**src/rtl/psum_collector_pkg.sv**
```systemverilog
// Shared types for the psum collection path: the adder-tree beat tag and the
// collector FSM state encoding.
package psum_collector_pkg;

    // Beat tag carried alongside every partial sum from the adder trees.
    typedef enum logic [1:0] {
        INVALID = 2'd0,
        VALID   = 2'd1,
        CNN_FIN = 2'd2,
        COMPL   = 2'd3
    } PE_STATE;

    // Collector control state.
    typedef enum logic [1:0] {
        IDLE  = 2'd0,
        ACCUM = 2'd1,
        DRAIN = 2'd2,
        DONE  = 2'd3
    } COLLECT_STATE;

endpackage

```
**src/rtl/psum_fifo.sv**
```systemverilog
// Show-ahead result FIFO for psum_collector. Plain storage only: the caller
// decides what to push. A push into a full FIFO is accepted only when a pop
// happens in the same cycle; otherwise it is ignored.
module psum_fifo #(
    parameter int WIDTH = 8,
    parameter int DEPTH = 4,
    parameter int CNT_W = $clog2(DEPTH) + 1
) (
    input  logic             clk,
    input  logic             reset,
    input  logic             push,
    input  logic [WIDTH-1:0] push_data,
    input  logic             pop,
    output logic             full,
    output logic             empty,
    output logic [CNT_W-1:0] count,
    output logic [WIDTH-1:0] head
);

    localparam int PTR_W = $clog2(DEPTH);

    logic [WIDTH-1:0] mem_q [DEPTH];
    logic [PTR_W-1:0] wr_ptr_q, rd_ptr_q;
    logic [CNT_W-1:0] count_q, count_d;
    logic             do_push, do_pop;

    assign full    = (count_q == CNT_W'(DEPTH));
    assign empty   = (count_q == '0);
    assign count   = count_q;
    assign do_pop  = pop && !empty;
    assign do_push = push && (!full || do_pop);
    // Head reads as zero when empty so data_out is clean after reset.
    assign head    = empty ? '0 : mem_q[rd_ptr_q];

    // Occupancy update from the accepted push/pop pair.
    always_comb begin
        count_d = count_q;
        case ({do_push, do_pop})
            2'b10:   count_d = count_q + 1'b1;
            2'b01:   count_d = count_q - 1'b1;
            default: count_d = count_q;
        endcase
    end

    // Pointers and count; pointers wrap naturally since DEPTH is a power of two.
    always_ff @(posedge clk or posedge reset) begin
        if (reset) begin
            wr_ptr_q <= '0;
            rd_ptr_q <= '0;
            count_q  <= '0;
        end else begin
            if (do_push) wr_ptr_q <= wr_ptr_q + 1'b1;
            if (do_pop)  rd_ptr_q <= rd_ptr_q + 1'b1;
            count_q <= count_d;
        end
    end

    // Storage write; contents need no reset because head is masked when empty.
    always_ff @(posedge clk) begin
        if (do_push) mem_q[wr_ptr_q] <= push_data;
    end

endmodule

```
**src/rtl/psum_collector.sv**
```systemverilog
// psum_collector: reduces the adder-tree (status, data) beat stream into
// saturated output pixels, queues them, and hands them out over valid/ready.
// Optional macro PSUM_RELU_EN clamps negative results to zero before queueing.
module psum_collector
    import psum_collector_pkg::*;
#(
    parameter int DATA_WID   = 8,
    parameter int ACC_WID    = 20,
    parameter int OUT_WID    = 8,
    parameter int FIFO_DEPTH = 4
) (
    input  logic                       clk,
    input  logic                       reset,
    input  logic [1:0]                 status_in,
    input  logic signed [DATA_WID-1:0] data_in,
    output logic                       stall_out,
    output logic                       out_valid,
    input  logic                       out_ready,
    output logic signed [OUT_WID-1:0]  data_out,
    output logic                       done,
    output logic                       overflow,
    output logic                       err_partial
);

    localparam int CNT_W = $clog2(FIFO_DEPTH) + 1;
    localparam logic signed [ACC_WID-1:0] SAT_MAX =
        ACC_WID'((64'sd1 <<< (OUT_WID - 1)) - 64'sd1);
    localparam logic signed [ACC_WID-1:0] SAT_MIN =
        ACC_WID'(-(64'sd1 <<< (OUT_WID - 1)));

    COLLECT_STATE              state_q, state_d;
    PE_STATE                   status;
    logic signed [ACC_WID-1:0] acc_q, acc_d;
    logic signed [ACC_WID-1:0] data_ext, acc_sum, close_sum;
    logic signed [OUT_WID-1:0] sat_val, push_val;
    logic                      push, err_set, ovf_set, pop;
    logic                      fifo_full, fifo_empty;
    logic [CNT_W-1:0]          fifo_count;
    logic [OUT_WID-1:0]        fifo_head;

    assign status   = PE_STATE'(status_in);
    assign data_ext = ACC_WID'(data_in);
    assign acc_sum  = acc_q + data_ext;
    // In IDLE a closing beat is a single-beat window: its sum is the beat itself.
    assign close_sum = (state_q == IDLE) ? data_ext : acc_sum;

    // Clamp the closing sum into the signed output range, then apply optional ReLU.
    always_comb begin
        sat_val = close_sum[OUT_WID-1:0];
        if (close_sum > SAT_MAX)      sat_val = SAT_MAX[OUT_WID-1:0];
        else if (close_sum < SAT_MIN) sat_val = SAT_MIN[OUT_WID-1:0];
        push_val = sat_val;
`ifdef PSUM_RELU_EN
        if (sat_val[OUT_WID-1]) push_val = '0;
`else
`endif
    end

    // Next-state, accumulator update and push decision.
    always_comb begin
        state_d = state_q;
        acc_d   = acc_q;
        push    = 1'b0;
        err_set = 1'b0;
        case (state_q)
            IDLE: begin
                case (status)
                    VALID: begin
                        acc_d   = data_ext;
                        state_d = ACCUM;
                    end
                    CNN_FIN: push = 1'b1;
                    COMPL:   state_d = DRAIN;
                    default: ;
                endcase
            end
            ACCUM: begin
                case (status)
                    VALID: acc_d = acc_sum;
                    CNN_FIN: begin
                        push    = 1'b1;
                        acc_d   = '0;
                        state_d = IDLE;
                    end
                    COMPL: begin
                        err_set = 1'b1;
                        acc_d   = '0;
                        state_d = DRAIN;
                    end
                    default: ;
                endcase
            end
            DRAIN: begin
                if (fifo_empty) state_d = DONE;
            end
            DONE: state_d = IDLE;
            default: state_d = IDLE;
        endcase
    end

    // FSM, accumulator and sticky error flags.
    always_ff @(posedge clk or posedge reset) begin
        if (reset) begin
            state_q     <= IDLE;
            acc_q       <= '0;
            overflow    <= 1'b0;
            err_partial <= 1'b0;
        end else begin
            state_q     <= state_d;
            acc_q       <= acc_d;
            overflow    <= overflow | ovf_set;
            err_partial <= err_partial | err_set;
        end
    end

    assign pop     = out_valid && out_ready;
    // A full FIFO still takes a push when the head leaves in the same cycle.
    assign ovf_set = push && fifo_full && !pop;

    psum_fifo #(
        .WIDTH (OUT_WID),
        .DEPTH (FIFO_DEPTH),
        .CNT_W (CNT_W)
    ) u_fifo (
        .clk       (clk),
        .reset     (reset),
        .push      (push),
        .push_data (push_val),
        .pop       (out_ready),
        .full      (fifo_full),
        .empty     (fifo_empty),
        .count     (fifo_count),
        .head      (fifo_head)
    );

    assign out_valid = !fifo_empty;
    assign data_out  = fifo_head;
    assign stall_out = (fifo_count >= CNT_W'(FIFO_DEPTH - 1));
    assign done      = (state_q == DONE);

endmodule

```
**config.mk**
```make
export PLATFORM = sky130hd
export DESIGN_NAME = psum_collector
export DESIGN_NICKNAME = d
export VERILOG_FILES = /design/src/rtl/psum_collector_pkg.sv /design/src/rtl/psum_fifo.sv /design/src/rtl/psum_collector.sv
export SDC_FILE = /design/constraint.sdc
export NUM_CORES = 1
export LEC_CHECK = 0
export ABC_AREA = 1
export ABC_CLOCK_PERIOD_IN_PS = 3030
export CORE_MARGIN = 2
export CORE_UTILIZATION = 40
export DETAILED_ROUTE_END_ITERATION = 7
export PLACE_DENSITY = 0.58
export SETUP_SLACK_MARGIN = 0.15
export SYNTH_ARGS = -nofsm -noshare
export SYNTH_HDL_FRONTEND = slang
export SYNTH_HIERARCHICAL = 1
export SYNTH_SLANG_ARGS = --single-unit
```
**constraint.sdc**
```tcl
create_clock -name clk -period 3.03 [get_ports clk]
set_input_delay 0.909 -clock clk [delete_from_list [all_inputs] [get_ports clk]]
set_output_delay 0.909 -clock clk [all_outputs]
set_load 0.005 [all_outputs]
```
**Yosys cells after proc, flatten, opt, wreduce, memory -nomap -nowiden**

Memory sizes are Yosys's and may differ from the RTL's.
Cells that the tools add are included.

- Flip-flop bits (word level): 31
- Bits in writable memories: 32
- Input port bits: 13
- Output and inout port bits: 13
- Logic and storage cells: 66
- Memories: 1

Memories:

| memory | depth | bits a word | rd ports | clocked after Yosys merged registers in | wr ports | RTL line | text |
|---|---|---|---|---|---|---|---|
| u_fifo.mem_q | 4 | 8 | 1 | 0 | 1 | psum_fifo.sv:22 | `logic [WIDTH-1:0] mem_q [DEPTH];` |

- $add $sub $neg: 5
- Magnitude comparators: 3
- Eq/ne operators: 14
- Multiplexer cells: 18
- Bitwise logic cells: 2
- Reduce and logical (&&, ||, !) cells: 16

Operators with widths:

| cell | number |
|---|---|
| 20-bit case mux with 2 select lines | 2 |
| 20-bit two-way mux | 2 |
| 8-bit two-way mux | 3 |
| 20-bit by 8-bit adder with 20-bit output | 1 |
| 20-bit by 8-bit > comparator with 1-bit output, second input constant | 1 |
| 20-bit by 8-bit < comparator with 1-bit output, second input constant | 1 |
| 2-bit == test, second input constant | 5 |
| 2-bit case mux with 2 select lines | 2 |
| 2-bit case mux with 4 select lines | 1 |
| 2-bit by 1-bit == test with 1-bit output, second input constant | 3 |
| 1-bit two-way mux | 6 |
| 3-bit by 2-bit != test with 1-bit output, second input constant | 2 |
| 3-bit case mux with 2 select lines | 1 |
| 3-bit AND reduction | 2 |
| 2-bit by 1-bit adder with 2-bit output, second input constant | 2 |
| 1-bit logical AND | 4 |
| 2-bit by 1-bit != test with 1-bit output, second input constant | 2 |
| 2-bit nonzero test | 2 |
| 2-bit OR reduction | 2 |
| 3-bit by 1-bit adder with 3-bit output, second input constant | 1 |
| 3-bit == test, second input constant | 1 |
| 3-bit by 2-bit greater-or-equal comparator with 1-bit output, second input constant | 1 |
| 1-bit logical NOT | 3 |
| 3-bit logical NOT | 1 |
| 6 further kinds | 7 |

**Longest topological paths before layout**

Gate-level depths: netlist of run 1.

- Word-level depth: 7
- Gate-level depth with buffers: 17
- Gate-level depth less buffers: 17

**By module**

Netlist of run 1, hierarchy kept.

Modules (own cells, without submodules):

| module | instances | cells each | area an instance (um^2) | sequential area each (um^2) |
|---|---|---|---|---|
| psum_collector | 1 | 406 | 2491.1 | 600.6 |
| psum_fifo | 1 | 151 | 1706.6 | 1136.1 |

**Worst setup path before layout of run 1**

Ideal clock, no wire load.

- Path kind: input to register
- From: input port data_in[0]
- To: memory u_fifo.mem_q[0][0] (data pin)
- Library setup time: 0.267 ns
- Arrival time: 2.586 ns
- Required time: 2.763 ns
- Slack: 0.177 ns
- Cell stages on the path: 15
- Buffers on the path: 0
- Cells stage by stage: ha_1 -> fa_1 -> nand2_1 -> nand2_1 -> nand3_1 -> nand2_1 -> nand3_1 -> nand2_1 -> nand2_1 -> nand2_1 -> nand3b_1 -> nor2_1 -> nand3b_1 -> nand2_2 -> nand2_1

- Cells in the longest elaborated chain, start to end: 5
- Elaborated cells on any way between the ends: 6
- Those cells by class: add/sub: 1; order compare: 2; mux: 3

Ends and longest elaborated chain:

| item | RTL line | text |
|---|---|---|
| start, declared | psum_collector.sv:15 | `input logic signed [DATA_WID-1:0] data_in,` |
| 20-bit by 8-bit adder with 20-bit output | psum_collector.sv:43 | `assign acc_sum = acc_q + data_ext;` |
| 20-bit two-way mux (*) | psum_collector.sv:45 | `assign close_sum = (state_q == IDLE) ? data_ext : acc_sum;` |
| 20-bit by 8-bit < comparator with 1-bit output | psum_collector.sv:51 | `else if (close_sum < SAT_MIN) sat_val = SAT_MIN[OUT_WID-1:0];` |
| 8-bit two-way mux | psum_collector.sv:51 |  |
| 8-bit two-way mux (*) | psum_collector.sv:50 | `if (close_sum > SAT_MAX) sat_val = SAT_MAX[OUT_WID-1:0];` |
| net push_val[0] | psum_collector.sv:35 | `logic signed [OUT_WID-1:0] sat_val, push_val;` |
| end, declared | psum_fifo.sv:22 |  |

The timed path passes the listed nets; every way through them passes the cells marked *.

**Worst setup path in the final report of run 1**

- From: register u_fifo.rd_ptr_q[0]
- To: output port data_out[5]

- Cells in the longest elaborated chain, start to end: 2

Ends and longest elaborated chain:

| item | RTL line | text |
|---|---|---|
| start, declared | psum_fifo.sv:23 | `logic [PTR_W-1:0] wr_ptr_q, rd_ptr_q;` |
| start signal, assigned | psum_fifo.sv:53 | `if (do_pop) rd_ptr_q <= rd_ptr_q + 1'b1;` |
| memory read 4 x 8 bit | - |  |
| 8-bit two-way mux | psum_fifo.sv:33 | `assign head = empty ? '0 : mem_q[rd_ptr_q];` |
| end, declared | psum_collector.sv:19 | `output logic signed [OUT_WID-1:0] data_out,` |

Every way passes these cells.

==> flow_summary.yaml, run 1 <==
sta:
  finClkSkew_ps: 18.5
  min_period_ps: 2790
  slew_viol_final: 0
  hold_violations: 0
  setup_viol: 0
  maxSlewHeadroom_pct: 67.3
  fin_ws_ps: 236
  tns_ps: 0
  worstMarginPinSlew_ps: 491
  fin_crit_sh_pct: 92.2
  fmax_ghz: 0.358
  rsz0062_at_grt: "true"
grt:
  grt_pass1_vias: 4027
  grt_pass1_wl_um: 19300
  grt_start_max_net_pins: 28
  grt_usage_pct: 21.5
  overflow: 0
  antenna_found_initial: 0
finish:
  area_delta_synth_final_pct: 45.1
  fin_util_pct: 59.3
  finalNetCount: 700
  diodes: 0
  fillers: 870
  fin_cells: 803
  drive_gt1_share_pct: 36.0
synthesis:
  synth_fp_nets: 595
  synthTopCellsByArea: "edfxtp_1, dfrtp_1, nand2_1"
  synth_seq_area_share_pct: 41.4
  async_reset_ff_share_pct: 49.2
  yosys_register_bits: 63
  synth_edf_count: 32
  ys_warn_count: 6
  yosysUniqueCellTypes: 41
  ys.flop_type: "edfxtp_1"
  synth_top_area_share_pct: 22.9
  synthCells: 557
  syn_area_per_cell_um2: 7.54
  synth_largest_area_cell: "edfxtp_1"
  syn_area_um2: 4200
clock_network:
  cts_tree: "done"
  clockBufferDepth: 2
  postCtsHoldBufs: 0
  cts_root_buf: "clkbuf_8"
  clkSinkCount: 63
  clk_pin_slew_worst_paths_ps: 80
  numCtsBuffers: 9
  cts_max_level: 3
  clk_latency_ps: 350
worst_setup_path:
  critPathMaxFanout: 7
  critPathLaunchType: "flip-flop"
  end_kind: "primary output"
  critical_path_arrival_ps: 1880
  critical_path_class: "reg2out"
  worstPathRequired_ps: 2120
floorplan:
  num_rows: 37
  start_util_pct: 40.8
  fp.dieArea_um2: 11300
  ios: 26
  dieWidth_um: 106
  core-area_um2: 10300
  fp.dieH_um: 106
power_and_ir_drop:
  leakage_uw: 0.00270
  power_density_nw_per_um2: 1250
  ir_worst_vdd_mv: 0.636
job:
  drv_cap: 0
place:
  gp_congestion: 0.915
  io_buffers: 25
  dp_slack_ps: -590
  hpwl_um: 8180
  dp.cells: 780
route:
  ant_nets: 0
  firstDrtPassIters: 4
  route.detailed.drc: 0
  routed_wl_um: 11900
  wl_per_cell_um: 14.8
  num_vias: 4020
  drtIter0Drc: 156
  viasPerCell: 5.01
min_path:
  holdCritPathClass: "reg2reg"
run_status:
  status: "completed"
-- metrics by stage --
| stage | total power, uW | instance area (um2) | hold WS (ps) |
|---|---|---|---|
| floorplan | 3920 | 4200 | 466 |
| global placement | 5490 | 5120 | 449 |
| detailed placement | 5570 | 5120 | 454 |
| CTS | 6810 | 5660 | 471 |
| global route | 8190 | 6090 | 487 |
| finish | 7590 | 6090 | 466 |
-- cell usage after synthesis (5+ instances only) --
cell      instances
o21ai_0          22
nor2_1           84
a31oi_1           6
dfrtp_1          31
inv_1            58
nand2_2          10
ha_1             23
xor2_1            8
nand3_1          25
edfxtp_1         32
nand2_1         159
nand4_1           7
a21oi_1          42
nand3_2           5
-- state kept, by name, summed over array words and instances (netlist names) --
register and flops:
acc_q 20, err_partial 1, overflow 1, state_q 2, u_fifo/count 3, u_fifo/mem_q 32
u_fifo/rd_ptr_q 2, u_fifo/wr_ptr_q 2
-- routing by layer --
layer	global-route usage (%)	routed length (um)
met4	7.33	223
met2	37.7	6110
met5	0	0
met1	27.0	5140
met3	3.31	432
-- critical path, stage by stage (launching register included) --
cell             delay [ps]
dfrtp_4                 490
buf_12                  130
nor2_1                   40
nor2_1                   80
o21ai_0                 120
a21oi_2                 160
clkdlybuf4s50_1         510
-- worst paths after layout --
path | startpoint | to | slack (ps) | cells after the start
max in group asynchronous | reset | acc_q[19] | 1810 | 3
worst max-delay path | u_fifo/rd_ptr_q[0] | data_out[5] | 240 | 6
worst min-delay path | err_partial | err_partial | 470 | 1
min in group asynchronous | reset | u_fifo/count[2] | 820 | 2
worst min register to register | err_partial | err_partial | 470 | 1
worst max register to register | acc_q[0] | u_fifo/mem_q[1][1] | 550 | 14
-- power by group --
part,switching (uW),internal (uW)
logic,2850,2300
clock network,367,464
registers,236,1370
-- cell type report --
cell class | instances | area, um2 | share of cell area, %
multi-input cells | 420 | 2830 | 46.4
flip-flops and latches | 63 | 1740 | 28.6
repair buffers | 104 | 882 | 14.5
inverters | 64 | 250 | 4.11
well taps | 136 | 170 | 2.79
clock buffers | 9 | 124 | 2.03
clock inverters | 7 | 96.3 | 1.58
-- placed cells by master (no fill, tap or decap), drive strengths merged, types with 6 or more instances in the layout --
cell type / count
nand2: 169
nor2: 89
buf: 81
inv: 63
a21oi: 42
edfxtp: 32
dfrtp: 31
nand3: 30
o21ai: 24
ha: 23
clkdlybuf4s50: 17
clkbuf: 13
xor2: 9
nand4: 7
a31oi: 6
-- what timing repair did --
action                                  4_1_cts  5_1_grt
setup buffers                                 1        5
cloned                                        1        0
endpoints found under the setup margin       43       40
pin swaps                                     9       48
resized for setup                            64      121
-- cell families after synthesis --
group	after synthesis	synth area share (%)
AO/OA/AOI/OAI	80	10.5
XOR/XNOR	11	2.47
adder cells (fa/ha/maj)	25	7.81
flip-flops	63	41.4
buffers and inverters	74	7.09
AND/OR/NAND/NOR	304	30.8
Power figures use the tool's default switching activity.
==> run 2: changes to the inputs <==
- CORE_MARGIN: 2 -> 5
- CTS_CLUSTER_SIZE: not set -> 14
==> run 2 against run 1 <==
Global-route usage is 2.7 points lower. Cell count is 0.37% higher. Clock power is 13% lower. Count of clock-buffer cells in the layout stayed put. Core utilization is 0.073 points lower. Largest cell class unchanged.
==> flow_summary.yaml, run 2 (synthesis results as in run 1) <==
clock_network:
  numCtsBuffers: 9
  cts_tree: "done"
  postCtsHoldBufs: 0
  clockBufferDepth: 2
  clkSinkCount: 63
  clk_pin_slew_worst_paths_ps: 80
  cts_root_buf: "clkbuf_8"
  clk_latency_ps: 350
  cts_max_level: 3
floorplan:
  dieWidth_um: 112
  core-area_um2: 10300
  fp.dieArea_um2: 12600
  num_rows: 37
  ios: 26
  fp.dieH_um: 112
  start_util_pct: 40.8
power_and_ir_drop:
  seq_power_share_pct: 21.4
  power_density_nw_per_um2: 1220
  intPower_uw: 4010
  pwr-share-clk_pct: 9.7
  finalPower_uw: 7440
  leakage_uw: 0.00275
  p_switching_uw: 3430
  ir_worst_vdd_mv: 0.576
  switching_share_pct: 46.1
  combPwrFrac_pct: 68.9
worst_setup_path:
  worst_path_max_delay_cell: "ha_4"
  critPathLaunchType: "primary input"
  end_kind: "flip-flop"
  crit_buf_inv: 2
  critPathMaxFanout: 7
  path_cells: "dlygate4sd2_1 > ha_4 > nand2_4 > buf_4 > nor2_4 > nand2_2 > nand2_2 > nand3_2 > nand3_1 > nand2_2 > nor3_4 > nand3b_1 > nand2_4 > nand2_4"
  worstPathRequired_ps: 3120
  max_stage_delay_ps: 310
  critical_path_class: "in2reg"
  critical_path_arrival_ps: 2920
  critPathTopFamily: "simple AND/OR/NAND/NOR gates"
sta:
  setup_viol: 0
  maxSlewHeadroom_pct: 65.3
  worstMarginPinSlew_ps: 521
  finClkSkew_ps: 10.2
  min_period_ps: 2820
  fmax_ghz: 0.354
  fin_crit_sh_pct: 93.1
  hold_violations: 0
  tns_ps: 0
  slew_viol_final: 0
  rsz0062_at_grt: "true"
grt:
  grt_busiest_layer: "met2"
  overflow: 0
  gr-usage-met1_pct: 23.9
  grt_pass1_wl_um: 19000
  grt_start_max_net_pins: 25
  use_met3_pct: 2.91
  antenna_found_initial: 0
  grt_pass1_vias: 3885
  grt_usage_pct: 18.8
  grt_use_met2_pct: 32.7
finish:
  final_common_cell: "nand2_1"
  fin_cells: 806
  final_cell_mix: "nand2_1, buf_4, nor2_1"
  multi_input_comb_area_um2: 2830
  diodes: 0
  area_delta_synth_final_pct: 44.9
  regArea_um2: 1740
  finalNetCount: 703
  drive_gt1_share_pct: 37.2
  largest_register_ffs: 32
  fillers: 924
  top_register: "u_fifo/mem_q"
run_status:
  status: "completed"
place:
  dp.cells: 780
  gp_congestion: 0.854
  io_buffers: 25
  hpwl_um: 8150
route:
  wl_per_cell_um: 14.8
  firstDrtPassIters: 4
  routed_wl_um: 12000
  ant_nets: 0
  drtIter0Drc: 142
  num_vias: 4013
  route.detailed.drc: 0
  viasPerCell: 4.98
job:
  drv_cap: 0
min_path:
  holdCritPathClass: "reg2reg"
==> run 2: cell types whose count changed in the layout (fill, tap and decap cells not counted), sizes merged <==
cell           change
clkdlybuf4s50      -6
dlymetal6s2s       +6
clkinv             +4
buf                +3
clkbuf             -3
dlygate4sd2        +3
clkinvlp           -2
bufinv             -1
inv                -1
==> run 2: metal layers <==
metal / vias to the layer above / share of wire [%] / wire length [um]
li1: 2039 / - / -
met1: 1868 / 43 / 5160
met2: 85 / 51 / 6110
met3: 21 / 3.4 / 407
met4: 0 / 2.3 / 275
met5: - / 0 / 0
==> run 2: layout make-up <==
class / count / area share [%]
Timing Repair Buffer: 107 / 14.9
Multi-Input combinational cell: 420 / 46.5
Clock inverter: 7 / 1.05
Inverter: 64 / 4.11
Clock buffer: 9 / 2.04
Sequential cell: 63 / 28.6
Tap cell: 136 / 2.80
==> run 2: path summary, 6_finish.rpt <==
kind | startpoint | to | slack, ps | cells past startpoint
max in group asynchronous | reset | acc_q[14] | 1810 | 3
setup / recovery | data_in[5] | u_fifo/mem_q[1][4] | 210 | 14
setup reg to reg | acc_q[0] | u_fifo/mem_q[1][4] | 480 | 15
hold reg to reg | err_partial | err_partial | 480 | 1
min in group asynchronous | reset | u_fifo/wr_ptr_q[0] | 830 | 2
hold / removal | err_partial | err_partial | 480 | 1
==> run 2: power by group through the flow <==
stage / combinational [uW] / sequential [uW] / clock (uW)
2_1_floorplan: 2420 / 1500 / 0
3_3_place_gp: 3880 / 1570 / 0
3_5_place_dp: 3960 / 1580 / 0
4_1_cts: 4330 / 1610 / 740
5_1_grt: 5650 / 1630 / 772
6_report: 5120 / 1590 / 719
==> run 2: repair_timing <==
item,4_1_cts,5_1_grt
cloned,1,0
setup buffers,2,7
gates resized for setup,66,124
pin swaps,16,49
setup endpoints to repair,42,35
==> run 2: per-stage QoR <==
step	setup slack (ps)	hold slack [ps]	instance area, um2	util [%]
global route	76.9	500	6080	59.2
detailed placement	-606	459	5120	49.8
CTS	132	477	5620	54.7
floorplan	177	466	4200	-
global placement	-555	457	5120	49.8
finish	209	476	6080	59.2
